--- config.mk ---
export PLATFORM = sky130hd
export DESIGN_NAME = print_arbiter
export DESIGN_NICKNAME = d
export VERILOG_FILES = /design/src/rtl/print_arbiter.sv
export SDC_FILE = /design/constraint.sdc
export NUM_CORES = 1
export LEC_CHECK = 0
export CAP_MARGIN = 0
export CORE_MARGIN = 4
export CORE_UTILIZATION = 38
export CTS_CLUSTER_DIAMETER = 150
export DETAILED_ROUTE_END_ITERATION = 8
export PLACE_DENSITY = 0.82
export SLEW_MARGIN = 20
export SYNTH_ARGS = -nofsm -noshare
export SYNTH_HDL_FRONTEND = slang
export SYNTH_SLANG_ARGS = --single-unit
--- constraint.sdc ---
create_clock -name clk -period 2 [get_ports clk]
set_input_delay 0.4 -clock clk [delete_from_list [all_inputs] [get_ports clk]]
set_output_delay 0.4 -clock clk [all_outputs]
set_load 0.005 [all_outputs]
--- src/rtl/print_arbiter.sv ---
// Shares the PRINT transmit unit among N requesters using req/ack handshakes.
// Define PRINT_ARB_RR_EN for round-robin arbitration; otherwise the lowest index wins.
module print_arbiter #(
  parameter  int N  = 4,
  localparam int IW = $clog2(N)
) (
  input  logic            clk,
  input  logic            rstn,
  input  logic [N-1:0]    req,
  // Per-requester type (0 = raw byte, 1 = hex word); "type" is a reserved word.
  input  logic [N-1:0]    req_type,
  input  logic [32*N-1:0] dout,
  output logic [N-1:0]    ack,
  output logic            req_tx,
  output logic            type_tx,
  output logic [31:0]     dout_tx,
  input  logic            ack_tx,
  output logic            busy,
  output logic [IW-1:0]   gnt_id
);

  typedef enum logic [1:0] {
    ST_IDLE,
    ST_BUSY,
    ST_DONE
  } state_t;

  localparam logic [N-1:0] ACK_ONE = N'(1);

  state_t        state_reg;
  logic [31:0]   dout_arr [N];
  logic [IW-1:0] win;
  logic [IW-1:0] idx;

  generate
    for (genvar gi = 0; gi < N; gi++) begin : g_unpack
      assign dout_arr[gi] = dout[32*gi +: 32];
    end
  endgenerate

`ifdef PRINT_ARB_RR_EN
  logic [IW-1:0] ptr_reg;

  // Walk the candidates from farthest to nearest so the nearest one after ptr wins.
  always_comb begin
    win = '0;
    idx = '0;
    for (int k = N - 1; k >= 0; k--) begin
      idx = IW'((int'(ptr_reg) + 1 + k) % N);
      if (req[idx]) begin
        win = idx;
      end
    end
  end
`else
  always_comb begin
    win = '0;
    idx = '0;
    for (int k = N - 1; k >= 0; k--) begin
      idx = IW'(k);
      if (req[idx]) begin
        win = idx;
      end
    end
  end
`endif

  always_ff @(posedge clk or negedge rstn) begin
    if (!rstn) begin
      state_reg <= ST_IDLE;
      req_tx    <= 1'b0;
      type_tx   <= 1'b0;
      dout_tx   <= '0;
      ack       <= '0;
      busy      <= 1'b0;
      gnt_id    <= '0;
`ifdef PRINT_ARB_RR_EN
      ptr_reg   <= IW'(N - 1);
`endif
    end else begin
      case (state_reg)
        ST_IDLE: begin
          if (|req) begin
            dout_tx   <= dout_arr[win];
            type_tx   <= req_type[win];
            gnt_id    <= win;
            req_tx    <= 1'b1;
            busy      <= 1'b1;
            state_reg <= ST_BUSY;
`ifdef PRINT_ARB_RR_EN
            ptr_reg   <= win;
`endif
          end
        end
        ST_BUSY: begin
          // req_tx drops with the ack so PRINT never sees a second request.
          if (ack_tx) begin
            req_tx    <= 1'b0;
            ack       <= ACK_ONE << gnt_id;
            state_reg <= ST_DONE;
          end
        end
        ST_DONE: begin
          ack       <= '0;
          busy      <= 1'b0;
          state_reg <= ST_IDLE;
        end
        default: begin
          state_reg <= ST_IDLE;
        end
      endcase
    end
  end

endmodule

==> impl_metrics.toml <==
[run_status]
status = "finished, final reports clean"

[cells_and_area]
reg_top3 = "dout_tx (32), ack (4)"
largest_reg_flops = 32
regMostFlops = "dout_tx"
layout_commonest_cell = "clkdlybuf4s50_1"
multi_input_area_um2 = 1670
nets = 654
final_cell_count_no_fill = 614
layout_common_cells = "177 x clkdlybuf4s50_1, 67 x a21oi_1, 64 x nor2b_1"
antenna_cells = 0
area_growth_syn_to_layout_pct = 68.7
fillCellCount = 621
drive_gt1_share_pct = 6.02
postLayoutCoreUtil_pct = 66.9
regArea_um2 = 1080

[drt]
wl_met2_um = 5390
drt_wl_total_um = 10400
wl_met3_um = 1110
ant_nets = 0
via_count = 3342
vias_per_cell = 5.44
wirelength_met1_um = 3800
routed.top_layer = "met4"
drc_errors = 0
drt-pass1-iter-count = 6
first_iter_violations = 92
avgRoutedWirePerCell_um = 16.9

[clock_tree]
holdBufCountCts = 0
clkTransAtPathRegs_ns = 0.08
cts.htree.levels = 2
cts_buffer_depth = 2
clk_latency_ns = 0.28
cts_resized = 0
cts_made_buffers = 5
cts_sinks = 43
ctsRootBufferMaster = "clkbuf_8"
post_cts_buffers = 0
cts_tree = "built"

[power_and_ir_drop]
power.density_nw_per_um2 = 905
ir_drop_uv = 540
total_leakage_power_nw = 1.86
finalPower_mw = 4.46

[yosys]
syn_area_per_cell_um2 = 8.40
ys_types = 24
yosysSeqAreaShare_pct = 36.8
syn_area_um2 = 2920
synth-seq-cells = 43
ys_warn_count = 0
syn_inst = 348
syn-num-nets = 487

[run]
maxCapViolCount = 0

[worst_setup_path]
path_max_fanout = 36
cp.arrival_ns = 1.88
endpoint_kind = "register"
crit_slowest_cell = "clkdlybuf4s50_1"
cp-start-kind = "primary input"
critPathMaxStageDelay_ns = 0.47
crit_family = "buffers and inverters"
cp.required_ns = 2.17
crit_buf_inv = 2
crit_chain = "clkdlybuf4s50_1, or2_1, o31a_2, buf_12, o21bai_1"
r2r-start = "state_reg[1]"
path_class = "primary input to register"
startpoint = "req[1]"

[sta]
report.final.slew_viol_count = 0
skew_ns = 0.00269
fmax_mhz = 585
finalHoldViolCount = 0
tns_ns = 0
fin_crit_ns = 1.71
min_period_over_period_pct = 85.5
setup_violations = 0
worst_slack_ns = 0.290
rsz0062_at_grt = "no"
max-slew-margin-rel_pct = 58.5
worst_pin_slew_ns = 0.623

[place]
portBuffers = 179
dp_hpwl_um = 8100
dpl.cell_count = 607
place_ws_ns = -0.0357
gp_congestion = 0.791

[floorplanning]
start_util_pct = 39.6
fp-row-count = 31
io_pins = 180
dieArea_um2 = 9150
fp.dieW_um = 95.7
coreArea_um2 = 7370
die_h_um = 95.7

[grt]
grt_pass1_wl_um = 15600
antenna_found_initial = 0
grt_usage_pct = 21.9
first_global_vias = 3330
gr-total-overflow = 0
grt_max_degree = 48

[worst_hold_path]
hold_path_class = "primary input to async pin"
per-layer routing:
| metal | vias up | GRT usage, % |
|---|---|---|
| met2 | 159 | 41.3 |
| met1 | 1573 | 23.4 |
| met5 | - | 0 |
| li1 | 1604 | - |
| met4 | 0 | 6.75 |
| met3 | 6 | 6.16 |
layout make-up:
| cell class | count | area share (%) |
|---|---|---|
| Timing Repair Buffer | 197 | 39.9 |
| Multi-Input combinational cell | 266 | 33.8 |
| Sequential cell | 43 | 21.8 |
| Tap cell | 99 | 2.51 |
| Clock buffer | 6 | 1.68 |
| Inverter | 2 | 0.152 |
| Clock inverter | 1 | 0.102 |
metrics by stage:
step	hold slack [ns]	area (um2)
after detailed placement	0.448	4840
after CTS	0.135	4930
after global routing	0.147	4930
after global placement	0.440	4840
after floorplan	0.104	2920
final	0.123	4930
worst paths after layout:
check / cells after the start / slack [ns] / end
max: 5 / 0.29 / state_reg[0]
min: 1 / 0.12 / dout_tx[2]
max reg2reg: 5 / 0.40 / dout_tx[22]
min reg2reg: 1 / 0.52 / busy
max in group asynchronous: 2 / 1.26 / dout_tx[19]
min in group clk: 1 / 0.52 / busy
power by group:
group	switching, mW	leakage, nW	internal [mW]
Sequential	0.277	0.481	1.28
Clock	0.283	0.0470	0.271
Combinational	0.944	1.34	1.41
cell families (layout without fill, tap and decap cells):
kind of cell / count (synthesis) / count (layout) / share of synthesized area, %
AOI/OAI and AO/OA: 150 / 150 / 35.5
and+or+nand+nor: 116 / 116 / 21.3
DFF: 43 / 43 / 36.8
buffers and inverters: 39 / 206 / 6.34
Yosys cell counts, drive strengths merged:
library cell  number  area, um2
a21o               1       7.51
a21oi             67        335
a221oi            32        280
a22o               4       35.0
a31oi              1       6.26
and3b              1       8.76
buf               16       98.8
clkbuf            21       78.8
dfrtp             43       1080
inv                2       7.51
nand2              6       22.5
nand2b             4       25.0
nand3b             1       7.51
nor2              37        139
nor2b             66        413
o21a               2       15.0
o21ai              4       20.0
o21bai             2       15.0
o221a              1       11.3
o22a              32        280
o31a               2       17.5
o31ai              2       15.0
or2                1       6.26
Power figures use the tool's default switching activity.
==> RTL edit (config.mk and constraints unchanged) <==
Re-encode `state_t` (3 states) as one-hot, 3 bits wide.
--- a/src/rtl/print_arbiter.sv
+++ b/src/rtl/print_arbiter.sv
@@ -19,10 +19,10 @@
   output logic [IW-1:0]   gnt_id
 );
 
-  typedef enum logic [1:0] {
-    ST_IDLE,
-    ST_BUSY,
-    ST_DONE
+  typedef enum logic [2:0] {
+    ST_IDLE = 3'b001,
+    ST_BUSY = 3'b010,
+    ST_DONE = 3'b100
   } state_t;
 
   localparam logic [N-1:0] ACK_ONE = N'(1);
Check against the original RTL: same outputs for any inputs over 10 cycles, from zero or initial values and one cycle with rstn low; not proved beyond that.
==> RTL edit against the unedited design <==
Setup slack worse by 0.088 ns; global-route usage is 1.8 points higher; sequential share of layout area is 0.61 points higher; power is 7.2% higher; clock skew is 0.0022 ns higher; area after synthesis is 4.2% lower; final cell count is 5.0% lower; sequential cell count is 1 higher; core utilization is 1.2 points higher; routed wire length is 1.9% higher; cell area is 0.33% lower; synthesized cell count is 12% lower.
==> RTL edit: results (changes against the unedited design) <==
- Commonest cells post-synth: dfrtp_1, nand2_1, nor2_1
- Placed standard-cell area: 4790 um2 (-1.1%)
- Syn nets: 445 (-8.6%)
- Post-layout nets: 622 (-4.9%)
- CTS clk-pin slew, worst paths: 0.08 ns (about the same)
- Mapped Cells: 306 (-12%)
- Slowest stage delay, CP: 0.57 ns (+0.10 ns)
- Power Density: 974 nW/um2 (+7.6%)
- N_diodes: 0 (unchanged)
- Top cells by area, synth: dfrtp_1, a221oi_2, a221o_1
- Via count: 3248 (-2.8%)
- Worst Path Arrival: 2.04 ns (+0.16 ns)
- DR iter-0 viols: 168 (+83%)
- Placer Congestion: 0.838 (+6.0%)
- Leak: 2.13 nW (+14%)
- Fillers: 594 (-4.3%)
- Layout cell share with drive strength beyond 1: 11.2% (+5.1 points)
- Run status: completed
- Yosys cell types: 32 (+33%)
- Seq/Total Area, Yosys: 39.4% (+2.6 points)
- Vias/cell: 5.57 (+2.4%)
- Slew HR: 60.3% (+1.8 points)
- Vias in the first global route: 3316 (-0.42%)
- Pre-antenna DRT Iters: 7 (+1)
- Largest net degree at the start of global routing: 38 (-21%)
- Total GRT Usage: 23.7% (+1.8 points)
- Yosys top cell area share: 38.4% (+1.6 points)
- Drt total wl: 10.6 mm (+1.9%)
- Setup Skew: 0.00491 ns (+0.00222 ns)
[RTL edit: cell families after synthesis]
logic type,share of synthesized area [%]
simple gates,11.9
buf+inv,8.36
flops,39.4
compound gates,40.4
[RTL edit: what timing repair did]
action                                  4_1_cts  5_1_grt
buffers inserted                              0        0
endpoints found under the setup margin        0        4
resized for setup                             0        1
hold endpoints to repair                      0        0
[RTL edit: final timing paths]
check | startpoint | to | slack [ns] | cells past startpoint
max in group asynchronous | rstn | state_reg[0]$_DFFE_PN1P_ | 1.33 | 2
hold reg to reg | dout_tx[0]$_DFFE_PN0P_ | dout_tx[0]$_DFFE_PN0P_ | 0.48 | 1
setup reg to reg | state_reg[0]$_DFFE_PN1P_ | dout_tx[7]$_DFFE_PN0P_ | 0.25 | 5
hold / removal | rstn | dout_tx[12]$_DFFE_PN0P_ | 0.07 | 1
min in group clk | dout_tx[0]$_DFFE_PN0P_ | dout_tx[0]$_DFFE_PN0P_ | 0.48 | 1
setup / recovery | req[1] | dout_tx[0]$_DFFE_PN0P_ | 0.20 | 6
[RTL edit: final cells by class]
class,instances,area share (%)
Clock buffer,6,1.68
Clock inverter,2,0.790
Inverter,21,1.60
Multi-Input combinational cell,209,29.9
Sequential cell,44,22.4
Tap cell,99,2.52
Timing Repair Buffer,202,41.1
[RTL edit: routing by layer]
| metal | part of all wire, % | global-route usage, % |
|---|---|---|
| met2 | 54 | 44.0 |
| met1 | 37 | 27.0 |
| met3 | 6.6 | 4.57 |
| met4 | 2.2 | 7.82 |
| met5 | 0 | 0 |
[RTL edit: report_power, final]
group	internal [mW]	switching, mW
Sequential	1.31	0.269
Clock	0.409	0.312
Combinational	1.49	0.998
